--- src/rtl/medidor_faixa_pkg.sv ---
// Shared definitions for the range-meter game: state codes, the frame
// terminator character and the default measurement retry limit.
package medidor_faixa_pkg;

  localparam logic [3:0] ST_INICIAL       = 4'd0;
  localparam logic [3:0] ST_PREPARA       = 4'd1;
  localparam logic [3:0] ST_MEDE          = 4'd2;
  localparam logic [3:0] ST_ESPERA_MEDIDA = 4'd3;
  localparam logic [3:0] ST_TRANSMITE     = 4'd4;
  localparam logic [3:0] ST_ESPERA_TX     = 4'd5;
  localparam logic [3:0] ST_PROX_CHAR     = 4'd6;
  localparam logic [3:0] ST_INTERVALO     = 4'd7;
  localparam logic [3:0] ST_ACERTO        = 4'd8;
  localparam logic [3:0] ST_ERRO          = 4'd15;

  typedef enum logic [3:0] {
    INICIAL       = ST_INICIAL,
    PREPARA       = ST_PREPARA,
    MEDE          = ST_MEDE,
    ESPERA_MEDIDA = ST_ESPERA_MEDIDA,
    TRANSMITE     = ST_TRANSMITE,
    ESPERA_TX     = ST_ESPERA_TX,
    PROX_CHAR     = ST_PROX_CHAR,
    INTERVALO     = ST_INTERVALO,
    ACERTO        = ST_ACERTO,
    ERRO          = ST_ERRO
  } estado_t;

  // Last character of every serial frame, also used by the datapath mux.
  localparam logic [7:0] ASCII_HASH = 8'h23;

  localparam int MAX_RETRY_DEFAULT = 3;

endpackage

--- src/rtl/medidor_faixa_uc.sv ---
// Control unit of the range meter: sequences measurement, 4-char serial frame,
// 250 ms pacing and win detection, with measurement-timeout retry and error.
module medidor_faixa_uc
  import medidor_faixa_pkg::*;
#(
  parameter int MAX_RETRY = MAX_RETRY_DEFAULT,
  parameter int RETRY_W   = 2
) (
  input  logic       clock,
  input  logic       reset,
  input  logic       ligar,
  input  logic       iniciar,
  input  logic       pronto_medida,
  input  logic       pronto_tx,
  input  logic       is_ultimo_char,
  input  logic       fim_time,
  input  logic       acertou,
  output logic       zera,
  output logic       zera_time,
  output logic       zera_char,
  output logic       mensurar,
  output logic       conta_time,
  output logic       partida_tx,
  output logic       conta_prox_char,
  output logic       ganhou,
  output logic       erro,
  output logic [3:0] db_estado
);

  estado_t              r_state;
  estado_t              w_next;
  logic [RETRY_W-1:0]   r_retry;
  logic [RETRY_W-1:0]   w_retry_inc;
  logic                 r_intervalo_run;

  assign w_retry_inc = r_retry + RETRY_W'(1);

  always_ff @(posedge clock or negedge reset) begin
    if (!reset) begin
      r_state         <= INICIAL;
      r_retry         <= '0;
      r_intervalo_run <= 1'b0;
    end else begin
      r_state         <= w_next;
      // Low only on the first INTERVALO cycle, which clears the char selector.
      r_intervalo_run <= (r_state == INTERVALO);
      if (r_state == PREPARA) begin
        r_retry <= '0;
      end else if (r_state == ESPERA_MEDIDA) begin
        if (pronto_medida) begin
          r_retry <= '0;
        end else if (fim_time) begin
          r_retry <= w_retry_inc;
        end
      end
    end
  end

  always_comb begin
    w_next          = r_state;
    zera            = 1'b0;
    zera_time       = 1'b0;
    zera_char       = 1'b0;
    mensurar        = 1'b0;
    conta_time      = 1'b0;
    partida_tx      = 1'b0;
    conta_prox_char = 1'b0;
    ganhou          = 1'b0;
    erro            = 1'b0;

    case (r_state)
      INICIAL: begin
        if (ligar && iniciar) w_next = PREPARA;
      end
      PREPARA: begin
        zera      = 1'b1;
        zera_time = 1'b1;
        zera_char = 1'b1;
        w_next    = MEDE;
      end
      MEDE: begin
        mensurar  = 1'b1;
        zera_time = 1'b1;
        w_next    = ESPERA_MEDIDA;
      end
      ESPERA_MEDIDA: begin
        conta_time = 1'b1;
        if (pronto_medida) begin
          w_next = TRANSMITE;
        end else if (fim_time) begin
          w_next = (w_retry_inc == RETRY_W'(MAX_RETRY)) ? ERRO : MEDE;
        end
      end
      TRANSMITE: begin
        partida_tx = 1'b1;
        w_next     = ESPERA_TX;
      end
      ESPERA_TX: begin
        if (pronto_tx) w_next = is_ultimo_char ? INTERVALO : PROX_CHAR;
      end
      PROX_CHAR: begin
        conta_prox_char = 1'b1;
        w_next          = TRANSMITE;
      end
      INTERVALO: begin
        if (r_intervalo_run) conta_time = 1'b1;
        else                 zera_char  = 1'b1;
        if (fim_time) w_next = acertou ? ACERTO : MEDE;
      end
      ACERTO: begin
        ganhou = 1'b1;
        if (iniciar) w_next = PREPARA;
      end
      ERRO: begin
        erro = 1'b1;
        if (iniciar) w_next = PREPARA;
      end
      default: w_next = INICIAL;
    endcase

    // Turning the game off aborts anything in flight, including a frame.
    if (!ligar && (r_state != INICIAL)) w_next = INICIAL;
  end

  assign db_estado = r_state;

endmodule

--- config.mk ---
export PLATFORM = sky130hd
export DESIGN_NAME = medidor_faixa_uc
export DESIGN_NICKNAME = d
export VERILOG_FILES = /design/src/rtl/medidor_faixa_pkg.sv /design/src/rtl/medidor_faixa_uc.sv
export SDC_FILE = /design/constraint.sdc
export NUM_CORES = 1
export LEC_CHECK = 0
export BUFFER_PORTS_ARGS = -buffer_cell sky130_fd_sc_hd__buf_2
export CAP_MARGIN = 40
export CORE_AREA = 2 2 39 41
export CTS_BUF_LIST = sky130_fd_sc_hd__clkbuf_16
export CTS_CLUSTER_DIAMETER = 100
export DETAILED_ROUTE_END_ITERATION = 8
export DIE_AREA = 0 0 41 43
export PLACE_DENSITY = 0.86
export SYNTH_ARGS = -nofsm -noshare
export SYNTH_HDL_FRONTEND = slang
export SYNTH_SLANG_ARGS = --single-unit
--- constraint.sdc ---
create_clock -name clock -period 3 [get_ports clock]
set_clock_uncertainty 0.1 [all_clocks]
set_input_delay 0.15 -clock clock [delete_from_list [all_inputs] [get_ports clock]]
set_output_delay 0.15 -clock clock [all_outputs]
set_load 0.01 [all_outputs]
# Yosys cells after proc, flatten, opt, wreduce, memory -nomap -nowiden
# Index checks and enable logic that the tools add are counted.
[totals]
reg_bits = 7
latch_bits = 0
mem_bits_rw = 0
mem_bits_ro = 0
input_bits = 9
output_inout_bits = 13
word_cells = 56
memories = 0
[op_classes]
n_addsub = 1
n_mul = 0
div_mod_pow = 0
order_cmp = 0
n_eq_ne = 15
shift = 0
mux = 26
bitwise = 0
n_reduce_logical = 11
[op_table]
columns = ["op", "count"]
rows = [
  ["4-bit two-way mux", 9],
  ["4-bit case mux with 9 select lines", 1],
  ["4-bit by 3-bit == test with 1-bit output, second input constant", 4],
  ["1-bit two-way mux", 10],
  ["4-bit by 2-bit == test with 1-bit output, second input constant", 2],
  ["4-bit == test, second input constant", 2],
  ["2-bit two-way mux", 4],
  ["3-bit inequality test, second input constant", 2],
  ["5-bit AND reduction", 1],
  ["4-bit by 1-bit == test with 1-bit output, second input constant", 1],
  ["4-bit logical NOT", 1],
  ["4-bit by 3-bit inequality test with 1-bit output, second input constant", 1],
  ["1-bit case mux with 2 select lines", 2],
  ["4-bit nonzero test", 1],
  ["2-bit OR reduction", 2],
  ["3-bit by 1-bit inequality test with 1-bit output, second input constant", 1],
  ["3-bit by 2-bit inequality test with 1-bit output, second input constant", 1],
  ["3-bit nonzero test", 1],
  ["2-bit by 1-bit adder with 2-bit output, second input constant", 1],
  ["2-bit == test, second input constant", 1],
  ["1-bit logical AND", 2],
  ["2-bit AND reduction", 1],
  ["2-bit nonzero test", 1],
  ["1-bit logical NOT", 1],
]

# Longest topological paths before layout
[depth]
ltp_word = 7
mapped_depth = 6
depth_no_buf = 6

# Least setup slack after synthesis
# Ideal clock, no wire load.
[synth_timing]
path_kind = "flip-flop to flip-flop"
from = "reg r_state[1] (netlist: db_estado[1])"
to = "reg r_state[1] (netlist: db_estado[1])"
setup_time_ps = 125
t_arrival_ps = 1513
required_time_ps = 2775
setup_slack_ps = 1262
path_stages_with_launch = 6
n_path_buf = 1
synth_period_minus_slack_ps = 1738
path_cell_list = "dfrtp_1 -> buf_6 -> or3b_1 -> o22ai_2 -> o21ai_2 -> mux2_4"
[synth_via]
elab_chain_cells = 4
word_cells_on_any_way = 21
[synth_lines]
columns = ["item", "line", "source"]
rows = [
  ["start: declaration", "medidor_faixa_uc.sv:30", "estado_t r_state;"],
  ["start signal: assignment", "medidor_faixa_uc.sv:44", "r_state <= w_next;"],
  ["4-bit == test or 4-bit nonzero test (tied branches)", "medidor_faixa_uc.sv:71, medidor_faixa_uc.sv:122", ""],
  ["2-bit OR reduction (no line) or 1-bit logical AND (tied branches)", "-", ""],
  ["4-bit case mux with 9 select lines (tied with other cells)", "medidor_faixa_uc.sv:71", "case (r_state)"],
  ["4-bit two-way mux or 5-bit AND reduction (tied branches)", "-", ""],
]
# Parallel ways exist; a longest one is shown, timed or not.
# A chain may end at the register's enable or synchronous reset.

# Worst setup path after layout
[layout_timing]
from = "reg r_state[0] (netlist: db_estado[0])"
to = "reg r_state[1] (netlist: db_estado[1])"
# The elaborated chain is that of the path after synthesis.

==> impl_metrics.tcl <==
set metrics [dict create \
    outcome "finished clean" \
    max_freq_mhz 528.5 \
    root_buffer "clkbuf_16" \
    synth_area_leader_cell "dfrtp_1" \
    grt_pass1_wl_um 2159 \
    syn_area_per_cell_sq_um 8.408 \
    grt_pass1_vias 536 \
    grt_max_degree 22 \
    required_ns 3.01 \
    clk_latency_ns 0.23 \
    path_buf_inv 0 \
    final_nets 107 \
    io_pins 22 \
    synth-seq-cells 7 \
    crit_family "flip-flops" \
    n_antenna_cell 0 \
    powerDensity_nw_per_um2 591.6 \
    die_area_sq_um 1763 \
    drc 0 \
    ys.warnings.count 0 \
    port_buffers 21 \
    fin_crit_ns 1.892 \
    slew_violations 0 \
    cts_tree "done" \
    finalHoldViolations 0 \
    post_cts_buffers 0 \
    routed_via_density 5.536 \
    dp_hpwl_um 1037 \
    yosys.cell_types.count 41 \
    synth-edff-count 0 \
    cts_buffer_depth 2 \
    setup_tns_ns 0 \
    synth_common_cells "7 x dfrtp_1, 6 x inv_1, 5 x a21oi_1, 5 x nor2_1, 5 x o21ai_0" \
    cts_buffers 3 \
    p_leak_nw 0.3985 \
    drt_wl_total_um 1402 \
    h-tree-depth 1 \
    grt_overflow 0 \
    critPathArrivalTime_ns 1.90 \
    slowest_delay_ns 0.63 \
    synthFlopType "dfrtp_1" \
    drt_first_pass_iters 4 \
    die-width_um 41 \
    core-area_sq_um 1384 \
    fin_ws_ns 1.108 \
    gp_congestion 0.8716 \
    via_count 620 \
    layout-drive-gt1-share_pct 33.33 \
    hold_class "in2reg" \
    post_cts_resized 0 \
    initial_core_util_pct 45.57 \
    rows 14 \
    path_clk_slew_ns 0.04 \
    async_reset_ff_share_pct 100.0 \
    synth_area_leaders "dfrtp_1 28%, mux2_4 4.8%, a21oi_1 4.0%" \
    synth.most_common_cell "dfrtp_1" \
    syn_nets 85 \
    multi_input_comb_area_sq_um 404.1 \
    postRouteAntennaNets 0 \
    worst_setup_path_end_kind "flop" \
    placedCellCount 107 \
    tightestPinTransition_ns 0.5413 \
    areaGrowthSynthToFinish_pct 29.56 \
    rsz0062_at_grt "false" \
    p_total_w 0.0004833 \
    path_max_fanout 18 \
    seqCellArea_sq_um 175.2 \
    drt-wirelength-per-cell_um 12.52 \
    finalCritPeriodShare_pct 63.07 \
    antenna_found_initial 0 \
    whs_ns 0.07937 \
    netlist_area_sq_um 630.6 \
    synth_top_area_share_pct 27.78 \
    final_cell_count_no_fill 112 \
    die_h_um 43 \
    yosysSeqAreaShare_pct 27.78 \
    cts.sinks 7 \
    n_fill_cell 140 \
    slowest_stage "dfrtp_1" \
    relSlewSlack_pct 63.91 \
    dr.first_iter.drc_count 14 \
    ir_worst_vdd_mv 0.5387 \
    grtUsageTotal_pct 17.95 \
    pre_cts_ws_ns 1.129 \
    setup-violations-final 0 \
    cp-start-kind "flop" \
    cts_hold_buf 1 \
    syn_inst 75 \
    maxCapViolations 0 \
    crit_type "reg2reg" \
    crit_chain "or3b_1 -> o22ai_2 -> o21ai_2 -> mux2_4" \
]
==> metrics by stage <==
stage                     utilization (%)  cell area, sq um
after floorplan                         -             630.6
after global placement              52.53             726.9
after detailed placement            52.53             726.9
after CTS                           59.04             817.0
after global routing                59.04             817.0
final                               59.04             817.0
==> worst paths after layout <==
check / slack [ns] / startpoint / end / depth (start not counted)
min in group asynchronous: 0.19 / reset / db_estado[2]$_DFFE_PN0P_ / 2
worst min register to register: 0.45 / r_retry[0]$_DFFE_PN0P_ / r_retry[0]$_DFFE_PN0P_ / 2
worst min-delay path: 0.08 / ligar / db_estado[2]$_DFFE_PN0P_ / 3
max in group asynchronous: 2.46 / reset / r_intervalo_run$_DFF_PN0_ / 2
worst max register to register: 1.11 / db_estado[0]$_DFFE_PN0P_ / db_estado[1]$_DFFE_PN0P_ / 4
worst max-delay path: 1.11 / db_estado[0]$_DFFE_PN0P_ / db_estado[1]$_DFFE_PN0P_ / 4
==> power by group <==
part / internal, W / switching, W / leakage [nW] / total [W]
Clock: 0.000175 / 0.0000478 / 0.0409 / 0.000222
Sequential: 0.000107 / 0.0000281 / 0.0952 / 0.000135
Combinational: 0.0000631 / 0.0000627 / 0.262 / 0.000126
==> routing by layer <==
layer	wire length [um]	global-route usage (%)	share of wire, %	vias up
li1	-	-	-	323
met1	673	21.59	48	284
met2	665	28.75	47	13
met3	63	7.853	4.5	0
met4	0	3.333	0	0
met5	0	0	0	-
==> registers in the layout, indices dropped and copies added, names as in the netlist <==
| register | cells |
|---|---|
| r_intervalo_run | 1 |
| r_retry | 2 |
| db_estado | 4 |
==> cells in the final DEF (no fill, tap or decap), types with 3 or more instances in the layout <==
master,n
a21oi_1,5
o21ai_0,5
inv_1,6
nand2_1,3
nand2b_1,3
nor3_1,3
nor2_1,5
clkbuf_16,3
buf_2,21
dfrtp_1,7
==> logic make-up after synthesis <==
logic type | after synthesis | share of synthesized area (%)
AND/OR/NAND/NOR | 29 | 29.76
flip-flops | 7 | 27.78
AO/OA/AOI/OAI | 25 | 27.58
adder cells (fa/ha/maj) | 1 | 1.984
multiplexers | 2 | 4.762
buffers and inverters | 11 | 8.135
==> worst register-to-register path, cell delays in order, from the launching register on <==
cell and delay, ns:
dfrtp_1 0.63, or3b_1 0.41, o22ai_2 0.20, o21ai_2 0.13
mux2_4 0.30
==> cell type report <==
class	count	share of cell area [%]
multi-input combinational	57	49.46
tap	16	2.450
clock inverter	1	0.6126
timing repair buffer	22	14.09
clock buffer	3	9.188
inverter	6	2.757
sequential	7	21.44
(Power assumes the default switching activity.)
